<file path="config.mk">
export PLATFORM = sky130hd
export DESIGN_NAME = mem_arbiter
export DESIGN_NICKNAME = d
export VERILOG_FILES = /design/src/rtl/mem_arbiter.sv
export SDC_FILE = /design/constraint.sdc
export NUM_CORES = 1
export LEC_CHECK = 0
export BUFFER_PORTS_ARGS = -buffer_cell sky130_fd_sc_hd__clkbuf_2
export CAP_MARGIN = 30
export CORE_AREA = 2 2 118 120
export DETAILED_ROUTE_END_ITERATION = 7
export DIE_AREA = 0 0 120 122
export PLACE_DENSITY_LB_ADDON = 0.25
export SLEW_MARGIN = 25
export SYNTH_ARGS = -nofsm -noshare
export SYNTH_HDL_FRONTEND = slang
export SYNTH_SLANG_ARGS = --single-unit
</file>
<file path="constraint.sdc">
create_clock -name i_clk -period 4.8 [get_ports i_clk]
set_clock_uncertainty 0.1 [all_clocks]
set_input_delay 0.48 -clock i_clk [delete_from_list [all_inputs] [get_ports i_clk]]
set_output_delay 0.48 -clock i_clk [all_outputs]
set_load 0.005 [all_outputs]
</file>
<file path="src/rtl/mem_arbiter.sv">
// mem_arbiter: shares one word-granular memory port between icache and dcache.
// Round-robin on ties; the grant is held until the owner's reads have all returned.
module mem_arbiter #(
  parameter int MAX_OUT = 4,
  parameter int CNT_W   = 3
) (
  input  logic        i_clk,
  input  logic        i_rst_n,
  input  logic [31:0] i_i_mem_addr,
  input  logic        i_i_mem_ren,
  input  logic        i_i_mem_wen,
  input  logic [31:0] i_i_mem_wdata,
  output logic        o_i_mem_ready,
  output logic        o_i_mem_valid,
  output logic [31:0] o_i_mem_rdata,
  input  logic [31:0] i_d_mem_addr,
  input  logic        i_d_mem_ren,
  input  logic        i_d_mem_wen,
  input  logic [31:0] i_d_mem_wdata,
  output logic        o_d_mem_ready,
  output logic        o_d_mem_valid,
  output logic [31:0] o_d_mem_rdata,
  output logic [31:0] o_mem_addr,
  output logic        o_mem_ren,
  output logic        o_mem_wen,
  output logic [31:0] o_mem_wdata,
  input  logic        i_mem_ready,
  input  logic        i_mem_valid,
  input  logic [31:0] i_mem_rdata,
  output logic [1:0]  o_grant,
  output logic        o_err
);

  typedef enum logic [1:0] {IDLE = 2'd0, GNT_I = 2'd1, GNT_D = 2'd2} state_t;

  localparam logic [CNT_W-1:0] CNT_MAX  = CNT_W'(MAX_OUT);
  localparam logic [CNT_W-1:0] CNT_ZERO = {CNT_W{1'b0}};
  localparam logic [CNT_W-1:0] CNT_ONE  = {{(CNT_W-1){1'b0}}, 1'b1};

  state_t           state_r;
  logic             last_d_r;
  logic [1:0]       grant_r;
  logic [CNT_W-1:0] cnt_r;
  logic             err_r;

  logic req_i_s;
  logic req_d_s;
  logic full_s;
  logic cnt_zero_s;
  logic acc_s;
  logic rel_s;
  logic both_s;
  logic stray_s;

  assign req_i_s    = i_i_mem_ren | i_i_mem_wen;
  assign req_d_s    = i_d_mem_ren | i_d_mem_wen;
  assign full_s     = (cnt_r == CNT_MAX);
  assign cnt_zero_s = (cnt_r == CNT_ZERO);
  assign acc_s      = o_mem_ren & i_mem_ready;
  assign stray_s    = i_mem_valid & cnt_zero_s;
  assign o_grant    = grant_r;
  assign o_err      = err_r;

  // Owner muxing of the downstream request and the response path.
  always_comb begin
    o_mem_addr    = 32'h0000_0000;
    o_mem_ren     = 1'b0;
    o_mem_wen     = 1'b0;
    o_mem_wdata   = 32'h0000_0000;
    o_i_mem_ready = 1'b0;
    o_i_mem_valid = 1'b0;
    o_i_mem_rdata = 32'h0000_0000;
    o_d_mem_ready = 1'b0;
    o_d_mem_valid = 1'b0;
    o_d_mem_rdata = 32'h0000_0000;
    rel_s         = 1'b0;
    both_s        = 1'b0;
    case (state_r)
      GNT_I: begin
        o_mem_addr    = i_i_mem_addr;
        o_mem_ren     = i_i_mem_ren & ~full_s;
        o_mem_wen     = i_i_mem_wen;
        o_mem_wdata   = i_i_mem_wdata;
        o_i_mem_ready = i_mem_ready & ~full_s;
        o_i_mem_valid = i_mem_valid;
        o_i_mem_rdata = i_mem_rdata;
        rel_s         = ~req_i_s & cnt_zero_s & ~i_mem_valid;
        both_s        = i_i_mem_ren & i_i_mem_wen;
      end
      GNT_D: begin
        o_mem_addr    = i_d_mem_addr;
        o_mem_ren     = i_d_mem_ren & ~full_s;
        o_mem_wen     = i_d_mem_wen;
        o_mem_wdata   = i_d_mem_wdata;
        o_d_mem_ready = i_mem_ready & ~full_s;
        o_d_mem_valid = i_mem_valid;
        o_d_mem_rdata = i_mem_rdata;
        rel_s         = ~req_d_s & cnt_zero_s & ~i_mem_valid;
        both_s        = i_d_mem_ren & i_d_mem_wen;
      end
      default: begin
        rel_s  = 1'b0;
        both_s = 1'b0;
      end
    endcase
  end

  // Grant FSM: round-robin pick from IDLE, direct handover when the owner releases.
  always_ff @(posedge i_clk or negedge i_rst_n) begin
    if (!i_rst_n) begin
      state_r  <= IDLE;
      last_d_r <= 1'b0;
      grant_r  <= 2'b00;
    end else begin
      case (state_r)
        IDLE: begin
          if (req_d_s && (!req_i_s || !last_d_r)) begin
            state_r  <= GNT_D;
            last_d_r <= 1'b1;
            grant_r  <= 2'b10;
          end else if (req_i_s) begin
            state_r  <= GNT_I;
            last_d_r <= 1'b0;
            grant_r  <= 2'b01;
          end else begin
            state_r  <= IDLE;
            last_d_r <= last_d_r;
            grant_r  <= 2'b00;
          end
        end
        GNT_I: begin
          if (rel_s && req_d_s) begin
            state_r  <= GNT_D;
            last_d_r <= 1'b1;
            grant_r  <= 2'b10;
          end else if (rel_s) begin
            state_r  <= IDLE;
            last_d_r <= last_d_r;
            grant_r  <= 2'b00;
          end else begin
            state_r  <= GNT_I;
            last_d_r <= last_d_r;
            grant_r  <= 2'b01;
          end
        end
        GNT_D: begin
          if (rel_s && req_i_s) begin
            state_r  <= GNT_I;
            last_d_r <= 1'b0;
            grant_r  <= 2'b01;
          end else if (rel_s) begin
            state_r  <= IDLE;
            last_d_r <= last_d_r;
            grant_r  <= 2'b00;
          end else begin
            state_r  <= GNT_D;
            last_d_r <= last_d_r;
            grant_r  <= 2'b10;
          end
        end
        default: begin
          state_r  <= IDLE;
          last_d_r <= last_d_r;
          grant_r  <= 2'b00;
        end
      endcase
    end
  end

  // Outstanding-read counter; a response with nothing outstanding never underflows it.
  always_ff @(posedge i_clk or negedge i_rst_n) begin
    if (!i_rst_n) begin
      cnt_r <= CNT_ZERO;
    end else begin
      case ({acc_s, i_mem_valid})
        2'b10: cnt_r <= cnt_r + CNT_ONE;
        2'b01: begin
          if (!cnt_zero_s) begin
            cnt_r <= cnt_r - CNT_ONE;
          end else begin
            cnt_r <= cnt_r;
          end
        end
        default: cnt_r <= cnt_r;
      endcase
    end
  end

  // Sticky protocol error: stray response or read+write together from the owner.
  always_ff @(posedge i_clk or negedge i_rst_n) begin
    if (!i_rst_n) begin
      err_r <= 1'b0;
    end else begin
      err_r <= err_r | stray_s | both_s;
    end
  end

endmodule

</file>
# Yosys cells after proc, flatten, opt, wreduce, memory -nomap -nowiden
# Index checks and enable logic that the tools add are counted.
[totals] in_bits=168 regBits=7
[op_classes] muxes=26 bitwise=19 n_eq_ne=9 reduce_logical=12 add_sub_neg=2
[ops] op="$pmux W32 S2" n=2
[ops] op="$mux W32" n=2
[ops] op="$and A1 B1 Y1" n=11
[ops] op="$mux W1" n=10
[ops] op="$mux W2" n=4
[ops] op="$pmux W1 S2" n=4
[ops] op="$ne A2 B2 Y1 const B" n=3
[ops] op="$pmux W2 S3" n=1
[ops] op="$pmux W3 S2" n=1
[ops] op="$eq A2 B1 Y1 const B" n=2
[ops] op="$eq A2 B2 Y1 const B" n=2
[ops] op="$not A1 Y1" n=4
[ops] op="$or A1 B1 Y1" n=4
[ops] op="$reduce_and A4 Y1" n=1
[ops] op="$add A3 B1 Y3 const B" n=1
[ops] op="$eq A3 B3 Y1 const B" n=1
[ops] op="$logic_and A1 B1 Y1" n=3
[ops] op="$logic_not A3 Y1" n=1
[ops] op="$mux W3" n=1
[ops] op="$ne A3 B3 Y1 const B" n=1
[ops] op="$pmux W1 S3" n=1
[ops] op="$reduce_bool A3 Y1" n=1
[ops] op="$sub A3 B1 Y3 const B" n=1
[ops] op="$logic_not A1 Y1" n=2
[ops] op="4 further kinds" n=4

# Logic depth before layout (Yosys ltp)
# Gate-level depths: netlist of the first run.
[depth] depth_word=8 depth_mapped=8 mapped_depth_nobuf=8

# Worst setup path before layout of the first run
# No wires, ideal clock.
[synth_path] kind="register to output" from="reg o_grant[1] (netlist name)" to="out o_mem_addr[16]" stages_incl_launch_ff=9 arrival_time_ns=1.769 slack_ns=2.451 path_buffers=3 path_cell_list="dfrtp_1 inv_1 ha_1 clkbuf_1 inv_1 nor2_1 buf_2 buf_1 a22o_1"
[synth_rtl] element="to (decl)" line_no="23" source="output logic [31:0] o_mem_addr,"

==> results_dict.tcl, run 1 <==
set metrics [dict create \
    wl_um 10800 \
    p_sw_mw 0.759 \
    core_mm2 0.0135 \
    grt_pass1_wl_um 14600 \
    crit_path_start_kind "flop" \
    rsz0062_at_grt "no" \
    critical-path-top-delay-family "buffers and inverters" \
    finalHoldWorstSlack_ps 396 \
    drc 0 \
    vdd_ir_drop_max_mv 0.186 \
    syn2layout_area_growth_pct 107 \
    yosys-top-cells-count "and2_1 (65), a22o_1 (64), clkbuf_1 (14), inv_1 (10), dfrtp_1 (7)" \
    synth_nets 401 \
    firstDrtPassIters 4 \
    synth_top_family_by_area "compound AO/OA/AOI/OAI gates" \
    die_x_um 120 \
    insertion_delay_ps 230 \
    ios 305 \
    clk_pin_slew_ps 40 \
    path_buf_inv 6 \
    chipHeight_um 122 \
    drtAntennaViolNets 0 \
    cts_max_path_buffers 2 \
    synthTopCellsByArea "a22o_1 (33%), and2_1 (24%), dfrtp_1 (10%)" \
    combPwrFrac 0.847 \
    fmax_mhz 322 \
    cp.required_ps 4220 \
    drt_iter0_markers 171 \
    hold_path_class "flop to flop" \
    antenna_found_initial 0 \
    place.gp.congestion 0.812 \
    fin_crit_ps 3100 \
    synthFlopType "dfrtp_1" \
    synth_compound_area_frac 0.426 \
    slowest_stage "dfrtp_1" \
    cts_tree "yes" \
    power_density_mw_per_mm2 457 \
    power_frac_seq 0.068 \
    first_global_vias 2608 \
    numCtsBuffers 3 \
    layout-drive-gt1-share 0.622 \
    synthArstFlopShare 1.00 \
    postLayoutCoreUtil 0.262 \
    totalNegativeSetupSlack_ps 0 \
    final_nets 692 \
    period_share 0.646 \
    power.leakage_nw 2.09 \
    synthMuxAreaShare 0.0198 \
    ys_seq_elements 7 \
    postCtsResizedCells 0 \
    num_antenna_cells 0 \
    slew-limit-headroom 0.538 \
    synth_top_area_frac 0.328 \
    final_cell_count_no_fill 696 \
    fin_area_mm2 0.00353 \
    dp.cells 691 \
    rows 43 \
    grt_overflow 0 \
    seq_area_frac_synth 0.102 \
    die_area_mm2 0.0146 \
    post_drt_wl_per_cell_um 15.5 \
    hpwlAfterDp_um 9390 \
    synth_xor_area_frac 0.0102 \
    hold_viol 0 \
    cap_violations 0 \
    tightestPinTransition_ps 694 \
    switching_share 0.470 \
    syn_inst 226 \
    cts-root-buf "clkbuf_16" \
    route.vias.total 2900 \
    clock_sinks 7 \
    synth_fa_ha_area_frac 0.0556 \
    crit_fanout 37 \
    p_int_mw 0.855 \
    crit_type "flop to output port" \
    cts_max_level 1 \
    setup_viol_count_final 0 \
    crit_chain "inv_1 -> ha_1 -> buf_4 -> inv_1 -> nor2_4 -> buf_16 -> buf_16 -> a22o_1 -> clkbuf_2" \
    start_util 0.127 \
    vias_per_cell 4.17 \
    grtUsageTotal 0.128 \
    synthSimpleGateAreaFrac 0.309 \
    synth_top_cell_by_area "a22o_1" \
    postPlaceCellArea_mm2 0.00344 \
    io_buffers 304 \
    fillers 1496 \
    grt_max_degree 65 \
    p_clk_frac 0.085 \
    syn_area_mm2 0.00171 \
    syn_area_per_cell_um2 7.57 \
    yosysWarningCount 0 \
    rrSetupSlack_ps 2270 \
    cp.arrival_ps 2520 \
    synth.most_common_cell "and2_1" \
    cpPeakStageDelay_ps 420 \
    status "completed" \
    synth_edf_count 0 \
    synth_cell_type_count 39 \
    finalMaxSlewViolations 0 \
    worst_setup_path_end_kind "output port" \
]
## power groups by stage
stage	sequential (mW)	clock (mW)	combinational [mW]
floorplan	0.107	0	0.726
global placement	0.109	0	1.33
detailed placement	0.111	0	1.37
CTS	0.110	0.141	1.38
global route	0.116	0.147	1.51
finish	0.110	0.138	1.37
## through the flow
step	total power, mW	setup slack [ps]
floorplan	0.833	2450
global placement	1.44	1610
detailed placement	1.48	1940
CTS	1.63	1700
global route	1.77	1480
finish	1.61	1700
## kinds of logic (layout without fill, tap and decap cells)
group / after synthesis / count (layout)
simple gates: 88 / 88
compound gates: 86 / 86
buf+inv: 33 / 323
fa+ha+maj: 7 / 7
flops: 7 / 7
mux: 3 / 3
xor+xnor: 2 / 2
## layer usage
layer,GRT usage,share of wire,vias to the layer above
met2,0.210,0.47,150
met4,0.00441,0,0
met1,0.186,0.46,1333
li1,-,-,1417
met5,0,0,-
met3,0.0192,0.068,0
## layout make-up
cell class / instances / area (um2) / area share
sequential: 7 / 175 / 0.0496
inverter: 10 / 37.5 / 0.0106
clock buffer: 4 / 78.8 / 0.0223
timing repair buffer: 309 / 1600 / 0.453
tap: 180 / 225 / 0.0637
multi-input combinational: 186 / 1420 / 0.400
## sequential cells by signal, indices dropped and copies added (netlist names)
signal	flops
last_d_r	1
cnt_r	3
o_err	1
o_grant	2
## repair_timing
action,CTS,global route
setup buffers,0,0
hold endpoints to repair,7,0
hold buffers,1,0
## layout by cell type, fill, tap and decap left out, drive strengths merged, types with 2 or more instances in the layout
cell type  Yosys  layout
mux2i          3       3
o21ai          4       4
inv           10      10
a31oi          3       3
or2            2       2
and2          66      66
or3            2       2
a22o          64      64
ha             6       6
nor3           3       3
o41ai          2       2
dfrtp          7       7
nand2          5       5
buf            9       4
a21oi          2       2
clkbuf        14     308
nor2           6       6
## final timing paths
check / start / cells after the start / end
max in group asynchronous: i_rst_n / 2 / o_grant[1]
min reg2reg: cnt_r[2] / 1 / cnt_r[2]
min in group asynchronous: i_rst_n / 2 / cnt_r[2]
min: cnt_r[2] / 1 / cnt_r[2]
max reg2reg: o_grant[0] / 8 / cnt_r[2]
max: o_grant[1] / 9 / o_mem_wdata[10]
No activity file was read; power rests on OpenSTA's default activity.
==> run 2: changes to the inputs <==
CORE_AREA = 2 2 117 119   (was 2 2 118 120)
DIE_AREA = 0 0 119 121   (was 0 0 120 122)
clock period = 3.18 ns   (was 4.8 ns; I/O delays follow)
==> results_dict.tcl, run 2 (synthesis results as in run 1) <==
set metrics [dict create \
    status "completed" \
    syn2layout_area_growth_pct 105 \
    layout-drive-gt1-share 0.621 \
    period_share 0.886 \
    fin_area_mm2 0.00350 \
    crit_top_cell "inv_1" \
    cts_max_level 1 \
    cp.required_ps 2760 \
    io_buffers 304 \
    power.leakage_nw 2.09 \
    insertion_delay_ps 230 \
    final_cell_count_no_fill 693 \
    die_area_mm2 0.0144 \
    cts-root-buf "clkbuf_16" \
    cap_violations 0 \
    cpPeakStageDelay_ps 430 \
    route.vias.total 2965 \
    drc 0 \
    postCtsHoldBufs 1 \
    clock_sinks 7 \
    critical-path-top-delay-family "buffers and inverters" \
    cts_tree "yes" \
    final_common_cell "clkbuf_2" \
    hold_path_class "input port to asynchronous set/reset pin" \
    crit_type "flop to output port" \
    post_drt_wl_per_cell_um 15.8 \
    cts_setup_buffers 0 \
    r2r_start "o_grant[0]" \
    rrSetupSlack_ps 710 \
    ios 305 \
    grtUsageTotal 0.136 \
    vdd_ir_drop_max_mv 0.226 \
    power_density_mw_per_mm2 679 \
    wl_um 10900 \
    drtAntennaViolNets 0 \
    antenna_found_initial 0 \
    largest_reg_flops 3 \
    chipHeight_um 121 \
    hold_viol 0 \
    postPlaceCellArea_mm2 0.00342 \
    grt_max_degree 52 \
    grt_pass1_wl_um 15400 \
    start_util 0.131 \
    rows 42 \
    fin_crit_ps 2820 \
    slowest_stage "dfrtp_1" \
    layout_common_cells "clkbuf_2 (304), and2_1 (65), a22o_1 (64), inv_1 (10), dfrtp_1 (7)" \
    crit_fanout 51 \
    clk_pin_slew_ps 40 \
    core_mm2 0.0131 \
    firstDrtPassIters 4 \
    drt_iter0_markers 124 \
    tightestPinTransition_ps 600 \
    path_buf_inv 4 \
    fmax_mhz 355 \
    vias_per_cell 4.28 \
    r2r_end "cnt_r[2]" \
    numCtsBuffers 3 \
    num_antenna_cells 0 \
    largest_register "cnt_r" \
    dp.cells 688 \
    finalMaxSlewViolations 0 \
    crit_path_start_kind "flop" \
    totalNegativeSetupSlack_ps 0 \
    worst_setup_path_end_kind "output port" \
    hpwlAfterDp_um 9600 \
    cp.arrival_ps 2400 \
    cts_max_path_buffers 2 \
    final_nets 693 \
    place.gp.congestion 0.773 \
    setup_viol_count_final 0 \
    crit_chain "inv_1 -> ha_1 -> inv_1 -> nor2_4 -> buf_12 -> a22o_1 -> clkbuf_2" \
    slew-limit-headroom 0.599 \
    first_global_vias 2802 \
    rsz0062_at_grt "no" \
    die_x_um 119 \
    fillers 1442 \
    grt_overflow 0 \
    ff2ff_path_depth 8 \
    postCtsResizedCells 0 \
]
-- run 2: worst max-delay path by stage --
| stage | from | endpoint | slack (ps) | depth (start not counted) |
|---|---|---|---|---|
| floorplan | o_grant[0] | cnt_r[2] | 930 | 8 |
| CTS | o_grant[1] | o_mem_wdata[5] | 330 | 7 |
| global route | o_grant[1] | o_mem_wdata[5] | 110 | 7 |
| global placement | o_grant[0] | o_mem_wdata[5] | 670 | 7 |
| finish | o_grant[1] | o_mem_wdata[7] | 360 | 7 |
| detailed placement | o_grant[1] | o_mem_wdata[5] | 580 | 7 |
-- run 2: through the flow --
stage                     power, mW  utilization  setup WS [ps]  hold slack [ps]
after floorplan                1.26            -            926            -77.6
after global placement         2.18        0.261            672             63.5
after detailed placement       2.19        0.261            576             65.6
after CTS                      2.42        0.268            325              347
after global routing           2.61        0.268            111              379
final                          2.38        0.268            364              347
-- run 2: final cells by class --
| cell class | count | area (um2) | area share |
|---|---|---|---|
| Clock buffer | 4 | 78.8 | 0.0225 |
| Sequential cell | 7 | 175 | 0.0500 |
| Multi-Input combinational cell | 186 | 1410 | 0.403 |
| Timing Repair Buffer | 310 | 1580 | 0.451 |
| Tap cell | 176 | 220 | 0.0628 |
| Inverter | 10 | 37.5 | 0.0107 |
-- run 2: routing by layer --
layer / GRT usage / vias up / routed length [um]
met5: 0 / - / 0
met4: 0.0193 / 0 / 74
met3: 0.0334 / 8 / 871
met2: 0.235 / 148 / 5470
met1: 0.175 / 1394 / 4530
li1: - / 1415 / -
-- run 2: where the power goes --
group / internal, mW / leakage (nW) / switching, mW
Combinational: 0.967 / 1.97 / 1.03
Clock: 0.167 / 0.0382 / 0.0470
Sequential: 0.132 / 0.0801 / 0.0347
-- run 2: worst register-to-register path, cell delays in order (launching register included) --
cell and delay (ps):
dfrtp_1 410, inv_1 120, ha_1 290, mux2i_1 310, o41ai_1 140, fa_1 400
or2_2 280, o22ai_1 170, xor2_1 170
==> run 3: changes to the inputs <==
CORE_AREA = 2 2 118 120   (was 2 2 117 119)
DIE_AREA = 0 0 120 122   (was 0 0 119 121)
SETUP_SLACK_MARGIN = 0.15   (was unset)
clock period = 3.4 ns   (was 3.18 ns; I/O delays follow)
==> results_dict.tcl, run 3 (synthesis results as in run 1) <==
set metrics [dict create \
    status "completed" \
    rrSetupSlack_ps 920 \
    cp.arrival_ps 2450 \
    p_int_mw 1.17 \
    post_drt_wl_per_cell_um 15.4 \
    layout_common_cells "clkbuf_2 (304), and2_1 (65), a22o_1 (64), inv_1 (10), dfrtp_1 (7)" \
    rsz0062_at_grt "no" \
    drc 0 \
    fillers 1514 \
    vias_per_cell 4.14 \
    layout-drive-gt1-share 0.620 \
    die_area_mm2 0.0146 \
    final_cell_count_no_fill 696 \
    final_common_cell "clkbuf_2" \
    num_antenna_cells 0 \
    chipHeight_um 122 \
    power_density_mw_per_mm2 633 \
    ios 305 \
    first_global_vias 2515 \
    drtAntennaViolNets 0 \
    core_mm2 0.0135 \
    slew-limit-headroom 0.549 \
    cts_tree "yes" \
    finalMaxSlewViolations 0 \
    rows 43 \
    syn2layout_area_growth_pct 104 \
    start_util 0.127 \
    grtUsageTotal 0.126 \
    insertion_delay_ps 230 \
    grt_overflow 0 \
    cts_max_level 1 \
    hpwlAfterDp_um 9260 \
    vdd_ir_drop_max_mv 0.422 \
    ff2ff_path_depth 8 \
    largest_reg_flops 3 \
    totalNegativeSetupSlack_ps 0 \
    period_share 0.850 \
    power_frac_seq 0.070 \
    cap_violations 0 \
    die_x_um 120 \
    combPwrFrac 0.839 \
    p_clk_frac 0.091 \
    largest_register "cnt_r" \
    dp.cells 691 \
    cts_max_path_buffers 2 \
    cp.required_ps 2960 \
    crit_type "flop to output port" \
    postCtsHoldBufs 1 \
    place.gp.congestion 0.838 \
    hold_path_class "input port to asynchronous set/reset pin" \
    final_nets 692 \
    tightestPinTransition_ps 677 \
    p_sw_mw 1.04 \
    postCtsResizedCells 0 \
    hold_viol 0 \
    clk_pin_slew_ps 40 \
    crit_path_start_kind "flop" \
    clock_sinks 7 \
    wl_um 10700 \
    power.leakage_nw 2.08 \
    route.vias.total 2883 \
    fmax_mhz 346 \
    io_buffers 304 \
    numCtsBuffers 3 \
    switching_share 0.472 \
    total_power_mw 2.21 \
    r2r_end "cnt_r[2]" \
    crit_fanout 65 \
    r2r_start "o_grant[0]" \
    cts-root-buf "clkbuf_16" \
    firstDrtPassIters 4 \
    drt_iter0_markers 151 \
    cts_setup_buffers 0 \
    grt_pass1_wl_um 14500 \
    antenna_found_initial 0 \
    fin_crit_ps 2890 \
    seqCellArea_um2 175 \
    worst_setup_path_end_kind "output port" \
    grt_max_degree 66 \
    multi_input_area_mm2 0.00141 \
    setup_viol_count_final 0 \
]
## run 3: area by class of cell
class | count | share of cell area
Tap cell | 180 | 0.0645
Clock buffer | 4 | 0.0226
Multi-Input combinational cell | 186 | 0.404
Timing Repair Buffer | 309 | 0.447
Inverter | 10 | 0.0108
Sequential cell | 7 | 0.0502
## run 3: worst max path at each step
| stage | to | start | slack (ps) |
|---|---|---|---|
| floorplan | cnt_r[2] | o_grant[0] | 1150 |
| global placement | o_mem_wdata[31] | o_grant[0] | 790 |
| detailed placement | o_mem_wdata[31] | o_grant[1] | 760 |
| CTS | o_mem_wdata[31] | o_grant[1] | 500 |
| global route | o_mem_wdata[31] | o_grant[0] | 310 |
| finish | o_mem_wdata[31] | o_grant[0] | 510 |
## run 3: stage by stage
stage                     worst slack (ps)  instance area, um2  hold slack, ps  utilization
after floorplan                       1150                1710           -55.6            -
after global placement                 792                3400            83.3        0.252
after detailed placement               755                3400            85.6        0.252
after CTS                              498                3490             375        0.258
after global routing                   310                3490             388        0.258
final                                  511                3490             379        0.258
## run 3: worst max-delay path: stages, from the launching register on
cell and delay [ps]:
dfrtp_1 400, inv_1 100, ha_1 360, inv_1 150, nor2_4 120, buf_4 510
a22o_1 340, clkbuf_2 150
## run 3: power groups by stage
stage	Combinational [mW]	Sequential, mW	Clock [mW]
finish	1.85	0.155	0.201
global route	2.05	0.160	0.212
CTS	1.88	0.155	0.204
detailed placement	1.87	0.154	0
global placement	1.87	0.154	0
floorplan	1.02	0.151	0
## run 3: metal layers
metal | global-route usage | wire length, um
met5 | 0 | 0
met4 | 0.00515 | 0
met3 | 0.0272 | 893
met2 | 0.192 | 4880
met1 | 0.189 | 4930
